$ cat src/rtl/dmem_bus_fabric.sv
// dmem_bus_fabric
//   Data-memory interconnect between the cpu dmem port and N_SLAVES
//   memory-mapped slaves. Each slave owns a base/mask window. Requests are
//   latched and issued to the selected slave as a one-cycle strobe. The fabric
//   then waits for that slave's ready, or gives up after TIMEOUT cycles, and
//   answers the cpu with a one-cycle dmem_ready pulse. The first unmapped or
//   timed-out access is captured in the err_* registers until err_clr.
//
//   Handshake: the cpu holds dmem_read/dmem_writeb/dmem_addr/dmem_wdata stable
//   until it sees dmem_ready=1. dmem_ready is high for exactly one cycle, with
//   dmem_rdata valid in that cycle. The fabric pulses s_read[i] or s_writeb[i]
//   for exactly one cycle. It then takes the first cycle with s_ready[i]=1 as
//   completion and samples s_rdata[i] in that cycle. Ready from any
//   non-selected slave is ignored.
//
// Ports
//   clk, rst_n     clock, asynchronous active-low reset
//   dmem_*         cpu side: writeb/read/addr/wdata in, rdata/ready out
//   s_writeb       N*4 per-slave byte enables (field i for slave i)
//   s_read         N per-slave read strobes
//   s_addr/s_wdata latched address / write data shared by all slaves
//   s_rdata        N*32 per-slave read data
//   s_ready        N per-slave completion
//   err_valid      sticky error flag; err_timeout = kind; err_addr = address
//   err_clr        clears the error registers (a same-cycle new error wins)
//   dbg_state      current FSM state (0 IDLE, 1 ISSUE, 2 WAIT, 3 RESP)
module dmem_bus_fabric #(
  parameter int unsigned             N_SLAVES      = 4,
  parameter logic [N_SLAVES*32-1:0]  BASE          = '0,
  parameter logic [N_SLAVES*32-1:0]  MASK          = '1,
  parameter int unsigned             TIMEOUT       = 255,
  parameter logic [31:0]             UNMAPPED_DATA = 32'hfefefefe,
  parameter logic [31:0]             TIMEOUT_DATA  = 32'hfdfdfdfd
) (
  input  logic                     clk,
  input  logic                     rst_n,
  input  logic [3:0]               dmem_writeb,
  input  logic                     dmem_read,
  input  logic [31:0]              dmem_addr,
  input  logic [31:0]              dmem_wdata,
  output logic [31:0]              dmem_rdata,
  output logic                     dmem_ready,
  output logic [N_SLAVES*4-1:0]    s_writeb,
  output logic [N_SLAVES-1:0]      s_read,
  output logic [31:0]              s_addr,
  output logic [31:0]              s_wdata,
  input  logic [N_SLAVES*32-1:0]   s_rdata,
  input  logic [N_SLAVES-1:0]      s_ready,
  output logic                     err_valid,
  output logic                     err_timeout,
  output logic [31:0]              err_addr,
  input  logic                     err_clr,
  output logic [1:0]               dbg_state
);

  localparam int unsigned SEL_W      = (N_SLAVES > 1) ? $clog2(N_SLAVES) : 1;
  localparam logic [15:0] TIMEOUT_M1 = 16'(TIMEOUT - 1);

  typedef enum logic [1:0] {
    ST_IDLE  = 2'd0,
    ST_ISSUE = 2'd1,
    ST_WAIT  = 2'd2,
    ST_RESP  = 2'd3
  } state_e;

  state_e             state_q, state_d;
  logic [31:0]        addr_q, addr_d;
  logic [31:0]        wdata_q, wdata_d;
  logic [3:0]         writeb_q, writeb_d;
  logic               read_q, read_d;
  logic [SEL_W-1:0]   sel_q, sel_d;
  logic [15:0]        cnt_q, cnt_d;
  logic [31:0]        rdata_q, rdata_d;
  logic               err_valid_q, err_valid_d;
  logic               err_timeout_q, err_timeout_d;
  logic [31:0]        err_addr_q, err_addr_d;

  logic               req;
  logic               hit_any;
  logic [SEL_W-1:0]   hit_idx;
  logic               sel_ready;
  logic [31:0]        sel_rdata;
  logic               err_new;
  logic               err_new_to;
  logic [31:0]        err_new_addr;

  assign req = dmem_read | (|dmem_writeb);

  // Walk from the highest index down, so the lowest-index hit is the last
  // assignment and wins when windows overlap.
  always_comb begin
    hit_any = 1'b0;
    hit_idx = '0;
    for (int i = N_SLAVES - 1; i >= 0; i--) begin
      if ((dmem_addr & MASK[i*32 +: 32]) == BASE[i*32 +: 32]) begin
        hit_any = 1'b1;
        hit_idx = SEL_W'(i);
      end
    end
  end

  // Response mux for the selected slave only.
  always_comb begin
    sel_ready = 1'b0;
    sel_rdata = '0;
    for (int i = 0; i < N_SLAVES; i++) begin
      if (sel_q == SEL_W'(i)) begin
        sel_ready = s_ready[i];
        sel_rdata = s_rdata[i*32 +: 32];
      end
    end
  end

  // State register.
  always_ff @(posedge clk or negedge rst_n) begin
    if (!rst_n) begin
      state_q       <= ST_IDLE;
      addr_q        <= '0;
      wdata_q       <= '0;
      writeb_q      <= '0;
      read_q        <= 1'b0;
      sel_q         <= '0;
      cnt_q         <= '0;
      rdata_q       <= '0;
      err_valid_q   <= 1'b0;
      err_timeout_q <= 1'b0;
      err_addr_q    <= '0;
    end else begin
      state_q       <= state_d;
      addr_q        <= addr_d;
      wdata_q       <= wdata_d;
      writeb_q      <= writeb_d;
      read_q        <= read_d;
      sel_q         <= sel_d;
      cnt_q         <= cnt_d;
      rdata_q       <= rdata_d;
      err_valid_q   <= err_valid_d;
      err_timeout_q <= err_timeout_d;
      err_addr_q    <= err_addr_d;
    end
  end

  // Next-state and datapath.
  always_comb begin
    state_d      = state_q;
    addr_d       = addr_q;
    wdata_d      = wdata_q;
    writeb_d     = writeb_q;
    read_d       = read_q;
    sel_d        = sel_q;
    cnt_d        = cnt_q;
    rdata_d      = rdata_q;
    err_new      = 1'b0;
    err_new_to   = 1'b0;
    err_new_addr = addr_q;

    case (state_q)
      ST_IDLE: begin
        if (req) begin
          addr_d   = dmem_addr;
          wdata_d  = dmem_wdata;
          writeb_d = dmem_writeb;
          // A combined read+write is treated as a write only.
          read_d   = dmem_read & ~(|dmem_writeb);
          sel_d    = hit_idx;
          if (hit_any) begin
            state_d = ST_ISSUE;
          end else begin
            rdata_d      = UNMAPPED_DATA;
            err_new      = 1'b1;
            err_new_addr = dmem_addr;
            state_d      = ST_RESP;
          end
        end
      end
      ST_ISSUE: begin
        cnt_d   = '0;
        state_d = ST_WAIT;
      end
      ST_WAIT: begin
        if (sel_ready) begin
          rdata_d = (|writeb_q) ? 32'h0 : sel_rdata;
          state_d = ST_RESP;
        end else if (cnt_q == TIMEOUT_M1) begin
          rdata_d    = TIMEOUT_DATA;
          err_new    = 1'b1;
          err_new_to = 1'b1;
          state_d    = ST_RESP;
        end else begin
          cnt_d = cnt_q + 16'd1;
        end
      end
      ST_RESP: begin
        // The request still visible here is the one just answered.
        state_d = ST_IDLE;
      end
      default: state_d = ST_IDLE;
    endcase

    // Capture only the first error. A new error in the same cycle as
    // err_clr replaces the cleared contents.
    err_valid_d   = err_valid_q;
    err_timeout_d = err_timeout_q;
    err_addr_d    = err_addr_q;
    if (err_new && (!err_valid_q || err_clr)) begin
      err_valid_d   = 1'b1;
      err_timeout_d = err_new_to;
      err_addr_d    = err_new_addr;
    end else if (err_clr) begin
      err_valid_d   = 1'b0;
      err_timeout_d = 1'b0;
      err_addr_d    = '0;
    end
  end

  // Outputs.
  always_comb begin
    s_read   = '0;
    s_writeb = '0;
    if (state_q == ST_ISSUE) begin
      for (int i = 0; i < N_SLAVES; i++) begin
        if (sel_q == SEL_W'(i)) begin
          s_read[i]         = read_q;
          s_writeb[i*4 +: 4] = writeb_q;
        end
      end
    end
    dmem_ready  = (state_q == ST_RESP);
    dmem_rdata  = rdata_q;
    s_addr      = addr_q;
    s_wdata     = wdata_q;
    err_valid   = err_valid_q;
    err_timeout = err_timeout_q;
    err_addr    = err_addr_q;
    dbg_state   = state_q;
  end

endmodule

$ cat config.mk
export PLATFORM = sky130hd
export DESIGN_NAME = dmem_bus_fabric
export DESIGN_NICKNAME = d
export VERILOG_FILES = /design/src/rtl/dmem_bus_fabric.sv
export SDC_FILE = /design/constraint.sdc
export NUM_CORES = 1
export LEC_CHECK = 0
export CAP_MARGIN = 20
export CORE_AREA = 2 2 139 141
export CTS_CLUSTER_SIZE = 12
export DETAILED_ROUTE_END_ITERATION = 12
export DIE_AREA = 0 0 141 143
export PLACE_DENSITY_LB_ADDON = 0.1
export SYNTH_ARGS = -nofsm -noshare
export SYNTH_HDL_FRONTEND = slang
export SYNTH_SLANG_ARGS = --single-unit
$ cat constraint.sdc
create_clock -name clk -period 4.8 [get_ports clk]
set_input_delay 0.48 -clock clk [delete_from_list [all_inputs] [get_ports clk]]
set_output_delay 0.48 -clock clk [all_outputs]
set_load 0.02 [all_outputs]
* After elaboration in Yosys (flattened, before gate mapping) *
Cells that the tools add are included.
W data, S select, Z words.

cells by class
  add/subtract/negate cells = 1
  eq/ne operators = 9
  muxes and demuxes = 31
  bitwise gates (word level) = 3
  reduce and logical (&&, ||, !) cells = 14

operator list
  cell                     count
  $mux W32                 10
  $pmux W32 S2             1
  $logic_not A32 Y1        1
  $mux W16                 2
  $pmux W16 S2             1
  $add A16 B1 Y16 const B  1
  $eq A16 B8 Y1 const B    1
  $mux W1                  10
  $mux W2                  4
  $ne A2 B2 Y1 const B     4
  $pmux W2 S4              1
  $reduce_or A4 Y1         2
  $reduce_bool A2 Y1       3
  $eq A2 B2 Y1 const B     2
  $mux W4                  1
  $reduce_and A2 Y1        2
  $reduce_and A4 Y1        1
  $ne A3 B3 Y1 const B     1
  $reduce_and A3 Y1        1
  $eq A2 B1 Y1 const B     1
  $logic_not A2 Y1         1
  $pmux W1 S2              1
  $and A1 B1 Y1            1
  $logic_and A1 B1 Y1      1
  other kinds (4)          4

word-level totals
  bits in registers = 153
  input bits = 204
  output and inout bits = 153
  logic and storage cells = 68

* Logic depth before layout (Yosys ltp) *
  depth after elaboration = 7
  depth in mapped cells = 10
  gate-level depth less buffers = 7

* Worst setup path before layout *
OpenSTA, ideal clock, no wires.

  path type = register -> register
  start point = register state_q[0] (netlist: dbg_state[0])
  end point = register err_addr_q[0] (netlist: err_addr[0])
  setup time = 0.126 ns
  arrival time = 2.256 ns
  data required time = 4.674 ns
  slack = 2.418 ns
  cell stages (with the launch flop) = 10
  buffers on the path = 2
  clock period less this slack = 2.382 ns
  path through = dfrtp_1 inv_1 ha_1 nand2b_1 clkbuf_1 nor3_2 nand3_1 o311a_1 clkbuf_1 a221o_1

between the ends
  word-level cells in the longest chain between the ends = 4
  elaborated cells on any way between the ends = 7
  classes of those cells = eq/ne: 1; mux: 3; reduce/logical: 3

ends and longest elaborated chain
  element                                           line  source
  start, declared                                   66    state_e state_q, state_d;
  start signal, assigned                            129   state_q <= state_d;
  $eq A2 B2 Y1 or $logic_not A2 Y1 (tied branches)  157   case (state_q)
  $pmux W1 S2                                       157
  $logic_and A1 B1 Y1                               205   if (err_new && (!err_valid_q || err_clr)) begin
  $mux W32 or $reduce_bool A2 Y1 (tied branches)    n/a
  end signal, assigned                              139   err_addr_q <= err_addr_d;
  end, declared                                     76    logic [31:0] err_addr_q, err_addr_d;

Several ways; a longest one is shown, not always the timed one.
A chain may end at the register's enable or synchronous reset.

* Worst setup path after layout *
  start point = input dmem_addr[19]
  end point = register err_addr_q[8] (netlist: err_addr[8])

between the ends
  word-level cells in the longest chain between the ends = 7
  elaborated cells on any way between the ends = 11
  classes of those cells = mux: 8; reduce/logical: 3

ends and longest elaborated chain
  element                                         line  source
  start, declared                                 39    input logic [31:0] dmem_addr,
  $logic_not A32 Y1 *                             95    if ((dmem_addr & MASK[i*32 +: 32]) == BASE[i*32 +: 32]) begin
  $mux W1 *                                       95
  $mux W1                                         166   if (hit_any) begin
  $mux W1                                         159   if (req) begin
  $pmux W1 S2                                     157
  $logic_and A1 B1 Y1                             205
  $mux W32 or $reduce_bool A2 Y1 (tied branches)  n/a

Every way passes the cells marked *; elsewhere a longest branch is shown, timed or not.

==> run metrics <==
outcome complete, no violations; Tot Pwr 6.824 mW; worst skew pair latency 0.42 ns; commonest non-fill, non-tap cell in the layout clkdlybuf4s50_1; peak fanout along the critical path 20; Gate Count Post-Synth 638; Vias/cell 5.158; Rows 50; Rel. slew slack 0.3224; H-tree Lvls 4; P per Cell Area around 660 nW/um^2; initial antenna violation count 0; share of cells above drive strength 1 0.1420; leakage approximately 4.5 nW; first-pass GRT wire length 31970 um; die area 20160 sq um; M1 wire length 8892 um; asr flop ratio synth 1.000; CP Class input port to register; Worst-Margin Slew between 1 and 1.5 ns; layout overhead on the synthesized area 43.65%; Mapped Area 7189 sq um; Yosys cell types 54; Syn Area/Cell 11.27 sq um; CTS tree done; CTS clk-pin slew, worst paths about 0.06 ns; Place WS between 1 and 1.5 ns; R2R Path Start dbg_state[1]$_DFFE_PN0P_; commonest register cell after synthesis dfrtp_1; VDD IR max about 0.00032 V; GRT Total Usage 0.2020; WP data arrival 3.57 ns; Post-synth EDFFs 0; CP startpoint kind input port; RSZ-0062 raised after global routing false; # clock sinks ~150; clock skew 0.008814 ns; Initial Util 0.3869; Antenna Cells 0; CP Capture Type register; remaining antenna violation count 0; clock buffer depth 2; routed vias 5746; met3 routed WL 922 um; largest net degree at the start of global routing ~120; chip height 143 um; Post-Place Cells about 1100; starting DRC count in detailed routing approximately 330; cts bufs inserted 17; Worst R2R Setup Slack 1.87 ns; Root Driver clkbuf_16; WL/cell 17.98 um; largest area contributor in the netlist dfrtp_1; Final Hold Fails 0; Synth top area share 0.5325; HP Class input port to async pin; final WL 20030 um; Period minus WS final approximately 3.2 ns; max-slew violations 0; worst reg2reg path depth 6; commonest cells after routing, fill and taps aside 241 x clkdlybuf4s50_1, 153 x dfrtp_1, 67 x nand2_1; total of max-cap violations 0; drt drc 0; sequential-to-total area share from yosys stat 0.5325; Core Area 18580 sq um; final period utilization 0.6709; Final Util 0.5558; Non-Filler Instances 1114; synth top area cells dfrtp_1 53%, mux2_2 10%, mux2i_1 3.6%; I/O Pins 357; final worst slack between 1.5 and 2 ns; Crit Reg-Reg Endpoint err_addr[13]$_DFFE_PN0P_; final global-route overflow total 0; DIE WIDTH 141 um; final setup fails 0; nets between 1000 and 1500; Required @ worst endpoint 5.15 ns; Synth Register Bits 153; Ys Warns 0; setup TNS 0 ns; Top Metal Used met4; vias in the first global route 5970; number of buffers added on ports 242; Placer Congestion 0.8321; metal2 WL 9838 um; post-DP HPWL 14230 um; DRT Pass-1 Iters 4; FMAX 310.5 MHz
## final cells by class
type	instances	area, sq um
Clock inverter	11	125.1
Tap cell	234	292.8
Clock buffer	20	436.7
Sequential cell	153	3829
Timing Repair Buffer	254	2536
Inverter	45	168.9
Multi-Input combinational cell	397	2939
Fill cell	1579	8253
## stage by stage
| step | hold slack [ns] | instance area [sq um] |
|---|---|---|
| after floorplan | 0.1844 | 7242 |
| after global placement | 0.4868 | 9728 |
| after detailed placement | 0.4919 | 9728 |
| after CTS | 0.2466 | 10290 |
| after global routing | 0.4806 | 10330 |
| final | 0.4717 | 10330 |
## sequential cells by signal (all words and copies together), names as in the netlist
signal	count
dmem_rdata	32
writeb_q	4
cnt_q	16
s_wdata	32
err_valid	1
err_addr	32
dbg_state	2
s_addr	32
err_timeout	1
read_q	1
## where the power goes
part / internal (mW) / total (mW) / switching [mW]
Clock: 0.762 / 1.29 / 0.526
Combinational: 1.64 / 3.39 / 1.75
Sequential: 1.82 / 2.15 / 0.330
Total: 4.22 / 6.82 / 2.60
## how the worst max path moves through the flow
stage | start | to | slack (ns)
after floorplan | dbg_state[0]$_DFFE_PN0P_ | err_addr[0]$_DFFE_PN0P_ | 2.42
after global placement | dmem_addr[19] | err_addr[3]$_DFFE_PN0P_ | 1.31
after detailed placement | dmem_addr[19] | err_addr[8]$_DFFE_PN0P_ | 1.26
after CTS | dmem_addr[19] | err_addr[3]$_DFFE_PN0P_ | 1.67
after global routing | dmem_addr[19] | err_addr[10]$_DFFE_PN0P_ | 1.53
final | dmem_addr[19] | err_addr[8]$_DFFE_PN0P_ | 1.58
## worst max-delay path: stages
cell and delay, ns:
clkdlybuf4s50_1 0.47, nor4_1 0.58, nand2_1 0.19, nor4_2 0.38, buf_4 0.33, o311a_1 0.83, a221o_1 0.29
## cells in the mapped netlist (4+ instances only)
cell / number
a21oi_1: 28
ha_1: 6
o221ai_1: 12
xnor2_1: 6
mux2_2: 64
a221o_1: 20
nand3_1: 11
nand2_1: 67
o2bb2ai_1: 5
and2_1: 27
mux2i_1: 26
o211ai_1: 14
nor2_1: 14
a2bb2oi_2: 4
nor4_1: 13
buf_4: 15
inv_1: 45
nand4_1: 6
dfrtp_1: 153
nor3_1: 21
clkbuf_1: 27
xor2_1: 6
buf_2: 9
## what timing repair did
item | in CTS | in global routing
endpoints found under the hold margin | 0 | 20
gates resized for setup | 0 | 0
hold buffers | 0 | 1
buffers inserted | 0 | 0
## metal layers
metal,global-route usage,vias up
met5,0,-
met1,0.2601,2864
met3,0.04628,24
met2,0.3399,179
li1,-,2679
met4,0.06474,0
## kinds of logic (layout without fill, tap and decap cells)
family / Yosys count / after routing / synth area share
and+or+nand+nor: 182 / 182 / 0.1331
DFF: 153 / 153 / 0.5325
buffers and inverters: 102 / 330 / 0.06979
AOI/OAI and AO/OA: 92 / 92 / 0.1025
muxes: 90 / 90 / 0.1364
xor gates and xnor gates: 12 / 12 / 0.01462
adders and majority gates: 6 / 6 / 0.01044
other: 1 / 15 / 0.0005216
No activity file was read; power rests on OpenSTA's default activity.
